### config.mk
export PLATFORM = sky130hd
export DESIGN_NAME = pipeline_hazard_ctrl_flat
export DESIGN_NICKNAME = d
export VERILOG_FILES = /design/src/rtl/pipeline_hazard_ctrl_if.sv /design/src/rtl/pipeline_hazard_ctrl.sv /design/src/flat_wrapper.sv
export SDC_FILE = /design/constraint.sdc
export NUM_CORES = 1
export LEC_CHECK = 0
export ABC_AREA = 1
export CAP_MARGIN = 0
export CORE_UTILIZATION = 46
export DETAILED_ROUTE_END_ITERATION = 7
export GPL_TIMING_DRIVEN = 0
export MAX_ROUTING_LAYER = met4
export PLACE_DENSITY = 0.77
export SYNTH_ARGS = -nofsm -noshare
export SYNTH_HDL_FRONTEND = slang
export SYNTH_SLANG_ARGS = --single-unit
### constraint.sdc
create_clock -name clk -period 1.56 [get_ports clk]
set_input_delay 0.234 -clock clk [delete_from_list [all_inputs] [get_ports clk]]
set_output_delay 0.234 -clock clk [all_outputs]
set_load 0.02 [all_outputs]
### src/rtl/pipeline_hazard_ctrl_if.sv
// Hazard-unit signal bundle: ID/EX pipeline status in, stall/flush control out.
// The master side is the pipeline, and the slave side is the hazard controller.
interface pipeline_hazard_ctrl_if;
  logic [4:0]  id_rs;
  logic [4:0]  id_rt;
  logic        id_use_rs;
  logic        id_use_rt;
  logic        id_md_start;
  logic        id_use_hilo;
  logic        ex_MemRead;
  logic        ex_RegWr;
  logic [4:0]  ex_rt;
  logic        ex_branch_taken;
  logic        id_jump;

  logic        pc_stall;
  logic        ifid_stall;
  logic        ifid_flush;
  logic        idex_flush;
  logic        idex_stall;
  logic        md_busy;
  logic [31:0] stall_cnt;

  modport master (
    output id_rs, id_rt, id_use_rs, id_use_rt, id_md_start, id_use_hilo,
           ex_MemRead, ex_RegWr, ex_rt, ex_branch_taken, id_jump,
    input  pc_stall, ifid_stall, ifid_flush, idex_flush, idex_stall,
           md_busy, stall_cnt
  );

  modport slave (
    input  id_rs, id_rt, id_use_rs, id_use_rt, id_md_start, id_use_hilo,
           ex_MemRead, ex_RegWr, ex_rt, ex_branch_taken, id_jump,
    output pc_stall, ifid_stall, ifid_flush, idex_flush, idex_stall,
           md_busy, stall_cnt
  );
endinterface

### src/rtl/pipeline_hazard_ctrl.sv
// Pipeline hazard controller: load-use and mult/div interlocks, and branch/jump flushes.
// It also tracks the multi-cycle MD unit and counts the bubbles inserted.
module pipeline_hazard_ctrl #(
  parameter int unsigned MD_LAT = 8
) (
  input  logic                        clk,
  input  logic                        rst,
  pipeline_hazard_ctrl_if.slave       hz
);

  typedef enum logic {IDLE, BUSY} state_e;

  localparam logic [4:0] MD_LOAD = 5'(MD_LAT - 1);

  state_e      state_q;
  logic [4:0]  md_cnt_q;
  logic        md_busy_q;
  logic [31:0] stall_cnt_q;
  logic [31:0] stall_cnt_d;

  logic lu_haz;
  logic mh_haz;
  logic md_issue;

  // Register 0 is hardwired, so a load into it never creates a dependency.
  always_comb begin
    lu_haz = hz.ex_MemRead && (hz.ex_rt != 5'd0) &&
             ((hz.id_use_rs && (hz.id_rs == hz.ex_rt)) ||
              (hz.id_use_rt && (hz.id_rt == hz.ex_rt)));
    mh_haz   = md_busy_q && (hz.id_use_hilo || hz.id_md_start);
    md_issue = hz.id_md_start && !hz.ex_branch_taken && !lu_haz && !mh_haz;
  end

  // Only the highest-priority condition drives the controls: branch, then LU, then MH, then jump.
  always_comb begin
    hz.pc_stall   = 1'b0;
    hz.ifid_stall = 1'b0;
    hz.ifid_flush = 1'b0;
    hz.idex_flush = 1'b0;
    hz.idex_stall = 1'b0;
    if (hz.ex_branch_taken) begin
      hz.ifid_flush = 1'b1;
      hz.idex_flush = 1'b1;
    end else if (lu_haz || mh_haz) begin
      hz.pc_stall   = 1'b1;
      hz.ifid_stall = 1'b1;
      hz.idex_flush = 1'b1;
    end else if (hz.id_jump) begin
      hz.ifid_flush = 1'b1;
    end
  end

  // A branch during BUSY does not abort the MD op, so the count continues whatever the branch does.
  always_ff @(posedge clk or posedge rst) begin
    if (rst) begin
      state_q   <= IDLE;
      md_cnt_q  <= 5'd0;
      md_busy_q <= 1'b0;
    end else begin
      case (state_q)
        IDLE: begin
          if (md_issue) begin
            state_q   <= BUSY;
            md_cnt_q  <= MD_LOAD;
            md_busy_q <= 1'b1;
          end
        end
        BUSY: begin
          if (md_cnt_q != 5'd0) begin
            md_cnt_q <= md_cnt_q - 5'd1;
          end else if (md_issue) begin
            md_cnt_q <= MD_LOAD;
          end else begin
            state_q   <= IDLE;
            md_busy_q <= 1'b0;
          end
        end
        default: begin
          state_q   <= IDLE;
          md_cnt_q  <= 5'd0;
          md_busy_q <= 1'b0;
        end
      endcase
    end
  end

  always_comb begin
    stall_cnt_d = stall_cnt_q;
    if (hz.pc_stall && (stall_cnt_q != 32'hFFFF_FFFF))
      stall_cnt_d = stall_cnt_q + 32'd1;
  end

  always_ff @(posedge clk or posedge rst) begin
    if (rst) stall_cnt_q <= 32'd0;
    else     stall_cnt_q <= stall_cnt_d;
  end

  assign hz.md_busy   = md_busy_q;
  assign hz.stall_cnt = stall_cnt_q;

endmodule

### src/flat_wrapper.sv
// flat-port wrapper written by rule: the top's interface ports become plain ports
module pipeline_hazard_ctrl_flat 
#(
  parameter int unsigned MD_LAT = 8
)
  (clk, rst, hz_id_rs, hz_id_rt, hz_id_use_rs, hz_id_use_rt, hz_id_md_start, hz_id_use_hilo, hz_ex_MemRead, hz_ex_RegWr, hz_ex_rt, hz_ex_branch_taken, hz_id_jump, hz_pc_stall, hz_ifid_stall, hz_ifid_flush, hz_idex_flush, hz_idex_stall, hz_md_busy, hz_stall_cnt);
  pipeline_hazard_ctrl_if hz_i ();
  input  logic clk;
  input  logic rst;
  input wire logic [$bits(hz_i.id_rs)-1:0] hz_id_rs;
  input wire logic [$bits(hz_i.id_rt)-1:0] hz_id_rt;
  input wire logic [$bits(hz_i.id_use_rs)-1:0] hz_id_use_rs;
  input wire logic [$bits(hz_i.id_use_rt)-1:0] hz_id_use_rt;
  input wire logic [$bits(hz_i.id_md_start)-1:0] hz_id_md_start;
  input wire logic [$bits(hz_i.id_use_hilo)-1:0] hz_id_use_hilo;
  input wire logic [$bits(hz_i.ex_MemRead)-1:0] hz_ex_MemRead;
  input wire logic [$bits(hz_i.ex_RegWr)-1:0] hz_ex_RegWr;
  input wire logic [$bits(hz_i.ex_rt)-1:0] hz_ex_rt;
  input wire logic [$bits(hz_i.ex_branch_taken)-1:0] hz_ex_branch_taken;
  input wire logic [$bits(hz_i.id_jump)-1:0] hz_id_jump;
  output wire logic [$bits(hz_i.pc_stall)-1:0] hz_pc_stall;
  output wire logic [$bits(hz_i.ifid_stall)-1:0] hz_ifid_stall;
  output wire logic [$bits(hz_i.ifid_flush)-1:0] hz_ifid_flush;
  output wire logic [$bits(hz_i.idex_flush)-1:0] hz_idex_flush;
  output wire logic [$bits(hz_i.idex_stall)-1:0] hz_idex_stall;
  output wire logic [$bits(hz_i.md_busy)-1:0] hz_md_busy;
  output wire logic [$bits(hz_i.stall_cnt)-1:0] hz_stall_cnt;
  assign hz_i.id_rs = hz_id_rs;
  assign hz_i.id_rt = hz_id_rt;
  assign hz_i.id_use_rs = hz_id_use_rs;
  assign hz_i.id_use_rt = hz_id_use_rt;
  assign hz_i.id_md_start = hz_id_md_start;
  assign hz_i.id_use_hilo = hz_id_use_hilo;
  assign hz_i.ex_MemRead = hz_ex_MemRead;
  assign hz_i.ex_RegWr = hz_ex_RegWr;
  assign hz_i.ex_rt = hz_ex_rt;
  assign hz_i.ex_branch_taken = hz_ex_branch_taken;
  assign hz_i.id_jump = hz_id_jump;
  assign hz_pc_stall = hz_i.pc_stall;
  assign hz_ifid_stall = hz_i.ifid_stall;
  assign hz_ifid_flush = hz_i.ifid_flush;
  assign hz_idex_flush = hz_i.idex_flush;
  assign hz_idex_stall = hz_i.idex_stall;
  assign hz_md_busy = hz_i.md_busy;
  assign hz_stall_cnt = hz_i.stall_cnt;
  pipeline_hazard_ctrl #(.MD_LAT(MD_LAT)) u_core (.clk(clk), .rst(rst), .hz(hz_i));
endmodule
==> flow_metrics.tcl, run 1 <==
set metrics [dict create \
    synth_cells 409 \
    regArea_um2 996 \
    synth_area_leader_cell "dfrtp_1" \
    dpl.cell_count 541 \
    cp_max_fo 8 \
    hold_path.class "in2async" \
    crit_path_cell_trace "ha_4 > inv_4 > nor2_4 > nand2_4 > nor3_4 > nand4_4 > nand3_4 > buf_6 > nand2_2 > nand2_1" \
    max_freq_mhz 592 \
    timing.rr.end "u_core.hz.stall_cnt[2]$_DFFE_PP0P_" \
    cts_buffers 5 \
    ys_top_cells_by_area "dfrtp_1, nand2_1, nand3_1, xor2_1, nor2_1" \
    clockBufferDepth 2 \
    layout_setup_ws_ns -0.130 \
    hpwl_um 5740 \
    synth_seq_cells 39 \
    reg2reg_from "u_core.hz.stall_cnt[1]$_DFFE_PP0P_" \
    totalWireLength_um 8310 \
    critPathRequiredTime_ns 1.80 \
    period_minus_slack_ns 1.69 \
    initial_utilization_pct 48.5 \
    cpPeakStageDelay_ns 0.40 \
    nets 535 \
    postLayoutCoreUtil_pct 73.1 \
    yosys_warnings 0 \
    rsz0062_at_grt "yes" \
    viasPerCell 5.19 \
    worst_slew_pin_slew_ns 0.820 \
    reg2regPathDepth 10 \
    ys_seq_area_share_pct 36.1 \
    cts_tree "built" \
    grt_pass1_vias 2907 \
    yosys.cell_types.count 24 \
    htree_levels 2 \
    die_width_um 78.7 \
    syn-num-nets 436 \
    fin_hold_ws_ns 0.406 \
    root_buffer "clkbuf_8" \
    drv_cap 0 \
    mostFrequentLayoutCell "nand2_1" \
    drtIter0Drc 156 \
    power.leakage_nw 2.18 \
    finalHoldViolations 0 \
    arrival_ns 1.93 \
    status "finished, violations left" \
    syn_area_um2 2700 \
    ant_nets 0 \
    crit_path_end "u_core.hz.stall_cnt[2]$_DFFE_PP0P_" \
    drtPass1Iterations 4 \
    drc 0 \
    netlist.area_leader.share_pct 36.1 \
    synth.avg_cell_area_um2 6.61 \
    rows 27 \
    cts_hold_buffers 0 \
    violations "negative setup slack" \
    dieArea_um2 6190 \
    wl_per_cell_um 14.3 \
    fp.dieH_um 78.7 \
    p_per_area_nw_per_um2 843 \
    cp_slowest_cell "dfrtp_2" \
    portBuffers 60 \
    drv_slew 0 \
    core_area_um2 5570 \
    power.total_mw 3.43 \
    path_class "reg2reg" \
    vias 3013 \
    ir_worst_vdd_v 0.000922 \
    layout-drive-gt1-share_pct 34.6 \
    clk_latency_ns 0.30 \
    regToRegSetupSlack_ns -0.13 \
    relSlewSlack_pct 45.2 \
    area_growth_pct 50.7 \
    grt_max_degree 40 \
    post-route-period-util_pct 108 \
    multi_input_area_um2 1770 \
    clk_pin_slew_ns 0.08 \
    most-common-layout-cells "nand2_1, nand2_2, nand3_1, nor2_1, dlygate4sd2_1" \
    clock_sinks 39 \
    overflow 0 \
    io-pin-count 63 \
    gp_congestion 0.910 \
    startpoint "u_core.hz.stall_cnt[1]$_DFFE_PP0P_" \
    setup_viol 32 \
    antenna_found_initial 0 \
    critPathLaunchType "flip-flop" \
    grt_pass1_wl_um 13500 \
    fillers 471 \
    dpl_worst_slack_ns -1.30 \
    skew_ns 0.00801 \
    diodes 0 \
    endpoint_kind "flip-flop" \
    track_usage_pct 29.1 \
    fin_cells 581 \
]
==> logic make-up after synthesis <==
logic type,share of synthesized area [%]
compound gates,1.06
other cells,0.139
buf+inv,8.56
flops,36.1
xor+xnor,10.0
simple gates,43.1
fa+ha+maj,0.926
==> critical path: cells and delay by family (launching register included) <==
family | cells | cell delay (ns)
adders and majority gates | 1 | 0.16
buffers and inverters | 2 | 0.21
DFF | 1 | 0.40
and+or+nand+nor | 7 | 0.86
==> cell type report <==
cell class / instances / area share, %
multi-input cells: 318 / 43.4
flip-flops and latches: 39 / 24.4
repair buffers: 94 / 20.7
inverters: 41 / 4.21
well taps: 72 / 2.21
plain buffers: 9 / 2.15
clock buffers: 6 / 2.03
clock inverters: 2 / 0.860
==> per-layer routing <==
| layer | up-vias | global-route usage (%) | routed length (µm) |
|---|---|---|---|
| li1 | 1468 | - | - |
| met1 | 1463 | 36.4 | 3660 |
| met2 | 69 | 48.5 | 4210 |
| met3 | 13 | 4.19 | 313 |
| met4 | 0 | 8.52 | 138 |
| met5 | - | - | 0 |
==> sequential cells by signal, summed over array words and instances (netlist names) <==
| name | count |
|---|---|
| u_core.md_cnt_q | 5 |
| u_core.hz.md_busy | 1 |
| u_core.hz.stall_cnt | 32 |
| u_core.state_q | 1 |
==> cells in the mapped netlist (all sizes together) <==
master / n
nand2: 162
nor2: 51
nand3: 46
inv: 41
dfrtp: 39
xor2: 25
nor3: 14
buf: 10
xnor2: 6
nand4: 5
o21ai: 4
ha: 2
a21oi: 1
clkbuf: 1
conb: 1
or2: 1
==> per-stage QoR <==
stage	TNS (ns)	instance area (µm²)
2_1_floorplan	-2.13	2770
3_3_place_gp	-40.55	3460
3_5_place_dp	-25.33	3460
4_1_cts	-4.00	3840
5_1_grt	-6.91	4070
6_report	-3.65	4070
==> report_power, final <==
part / switching [mW] / internal, mW
logic: 0.727 / 0.553
clock network: 0.384 / 0.518
registers: 0.113 / 1.14
==> how the worst min path moves through the flow <==
stage	start	to
finish	rst	u_core.hz.stall_cnt[31]$_DFFE_PP0P_
global placement	u_core.md_cnt_q[4]$_DFF_PP0_	u_core.md_cnt_q[4]$_DFF_PP0_
global route	rst	u_core.hz.stall_cnt[27]$_DFFE_PP0P_
floorplan	hz_ex_branch_taken	u_core.hz.stall_cnt[1]$_DFFE_PP0P_
CTS	rst	u_core.hz.stall_cnt[31]$_DFFE_PP0P_
detailed placement	u_core.hz.md_busy$_DFFE_PP0P_	u_core.hz.md_busy$_DFFE_PP0P_
==> repair_timing <==
item | 4_1_cts | 5_1_grt
gates cloned | 3 | 0
setup endpoints to repair | 67 | 43
pin swaps | 55 | 40
resized for setup | 176 | 63
setup buffers | 24 | 7
(Power assumes the default switching activity.)
==> run 2: changes to the inputs <==
REMOVE_ABC_BUFFERS = 1   (was default)
==> run 2 against run 1 <==
Effect of this change: the run still ends with negative setup slack left; cell area is 3.4% higher; power fell by 6.2%; worst setup slack got worse by 0.22 ns; register-to-register slack worse by 0.22 ns; sequential share of layout area decreased by 0.98 points; critical path depth unchanged; non-clock buffer count shrank 1; sequential cell count unchanged; die area is the same; combinational power hardly changed; routed wire length up 23%; global-route usage increased by 1.8 points; critical endpoint is now u_core.hz.stall_cnt[23]$_DFFE_PP0P_; largest power group unchanged.
==> flow_metrics.tcl, run 2 (synthesis gave the netlist of run 1 again) <==
set metrics [dict create \
    wl_per_cell_um 17.4 \
    hold_path.class "in2reg" \
    clockBufferDepth 2 \
    ir_worst_vdd_v 0.000739 \
    arrival_ns 2.08 \
    clk_latency_ns 0.29 \
    p_per_area_nw_per_um2 764 \
    htree_levels 2 \
    status "finished, violations left" \
    drtPass1Iterations 5 \
    cp_max_fo 8 \
    io-pin-count 63 \
    initial_utilization_pct 48.5 \
    mostFrequentLayoutCell "nand2_1" \
    cts_buffers 5 \
    crit_path_cell_trace "nand2_1 > nor2_2 > nand2_2 > nor3_4 > buf_4 > buf_6 > nand4_4 > buf_12 > nand3_2 > nand2_2" \
    max_freq_mhz 525 \
    finalHoldViolations 0 \
    portBuffers 60 \
    rsz0062_at_grt "yes" \
    drv_slew 0 \
    area_growth_pct 55.9 \
    worst_slew_pin_slew_ns 0.823 \
    clock_sinks 39 \
    endpoint_kind "flip-flop" \
    overflow 0 \
    core_area_um2 5570 \
    root_buffer "clkbuf_8" \
    nets 540 \
    layout_setup_ws_ns -0.346 \
    drv_cap 0 \
    critPathLaunchType "flip-flop" \
    cpPeakStageDelay_ns 0.39 \
    fin_cells 585 \
    diodes 0 \
    dpl_worst_slack_ns -1.98 \
    critPathRequiredTime_ns 1.74 \
    layout-drive-gt1-share_pct 32.9 \
    power.total_mw 3.22 \
    violations "negative setup slack" \
    vias 3360 \
    die_width_um 78.7 \
    period_minus_slack_ns 1.91 \
    hpwl_um 4990 \
    cts_tree "built" \
    cp_common_cell "nand2_2" \
    fillers 402 \
    gp_congestion 0.852 \
    cts_hold_buffers 0 \
    path_class "reg2reg" \
    grt_pass1_wl_um 14300 \
    ant_nets 0 \
    dieArea_um2 6190 \
    fp.dieH_um 78.7 \
    clk_pin_slew_ns 0.08 \
    totalWireLength_um 10200 \
    track_usage_pct 30.8 \
    largest_reg_flops 32 \
    grt_pass1_vias 2981 \
    skew_ns 0.00539 \
    dpl.cell_count 530 \
    most-common-layout-cells "nand2_1, nor2_1, buf_4, inv_1, dfrtp_1" \
    cp_num_buf_inv 3 \
    crit_family "simple AND/OR/NAND/NOR gates" \
    grt_max_degree 40 \
    cp_slowest_cell "dfrtp_1" \
    rows 27 \
    setup_viol 32 \
    power.leakage_nw 2.33 \
    antenna_found_initial 0 \
    post-route-period-util_pct 122 \
    relSlewSlack_pct 45.1 \
    viasPerCell 5.74 \
    drc 0 \
    drtIter0Drc 338 \
]
## run 2: cell types whose count changed in the layout (fill, tap and decap cells not counted), moves of 7 or more
| cell | previous run | this run |
|---|---|---|
| nand3_2 | 4 | 22 |
| dlymetal6s2s_1 | 2 | 9 |
| nand2_2 | 48 | 20 |
| nand2_1 | 112 | 139 |
| dlygate4sd2_1 | 34 | 27 |
| nand3_1 | 41 | 23 |
## run 2: metal layers
| metal | track usage [%] | up-vias | wire length, µm |
|---|---|---|---|
| met5 | - | - | 0 |
| met4 | 11.3 | 0 | 489 |
| met3 | 8.02 | 69 | 1160 |
| met2 | 50.0 | 264 | 4790 |
| met1 | 36.8 | 1534 | 3760 |
| li1 | - | 1493 | - |
## run 2: cell type report
| type | instances | area, µm² | share of cell area, % |
|---|---|---|---|
| clock inverters | 1 | 5.00 | 0.119 |
| multi-input cells | 324 | 1930 | 45.8 |
| repair buffers | 102 | 953 | 22.6 |
| clock buffers | 6 | 82.6 | 1.96 |
| well taps | 72 | 90.1 | 2.14 |
| inverters | 41 | 163 | 3.86 |
| flip-flops and latches | 39 | 988 | 23.5 |
## run 2: tightest hold or removal path: cells and delay by family
family / cells / cell delay, ns
buffers and inverters: 2 / 0.22
AND/OR/NAND/NOR: 3 / 0.21
## run 2: what timing repair did
| action | in CTS | in global routing |
|---|---|---|
| gates cloned | 6 | 1 |
| pin swaps | 63 | 42 |
| endpoints found under the setup margin | 64 | 47 |
| gates resized for setup | 155 | 91 |
| buffers inserted | 34 | 7 |
## run 2: per-stage QoR
stage	TNS (ns)	hold slack (ns)	utilization [%]	area [µm²]
6_report	-9.66	0.409	75.6	4210
5_1_grt	-11.67	0.449	75.6	4210
4_1_cts	-3.10	0.452	68.8	3840
3_5_place_dp	-55.60	0.489	59.5	3320
3_3_place_gp	-68.84	0.480	59.5	3320
2_1_floorplan	-29.84	0.439	-	2630
## run 2: path summary, 6_finish.rpt
kind / cells past startpoint / from / endpoint / slack, ns
max: 10 / u_core.hz.stall_cnt[9]$_DFFE_PP0P_ / u_core.hz.stall_cnt[23]$_DFFE_PP0P_ / -0.35
min: 5 / hz_id_md_start / u_core.hz.md_busy$_DFFE_PP0P_ / 0.41
max reg2reg: 10 / u_core.hz.stall_cnt[9]$_DFFE_PP0P_ / u_core.hz.stall_cnt[23]$_DFFE_PP0P_ / -0.35
min reg2reg: 2 / u_core.md_cnt_q[4]$_DFF_PP0_ / u_core.md_cnt_q[4]$_DFF_PP0_ / 0.50
max in group asynchronous: 2 / rst / u_core.hz.stall_cnt[2]$_DFFE_PP0P_ / 0.56
min in group asynchronous: 2 / rst / u_core.md_cnt_q[2]$_DFF_PP0_ / 0.42
## run 2: power by group
part           leakage [nW]  internal [mW]  total [mW]  switching, mW
Combinational          1.77          0.508        1.28          0.773
Clock                0.0470          0.347       0.698          0.351
Sequential            0.511           1.13        1.24          0.108
Total                  2.33           1.99        3.22           1.23
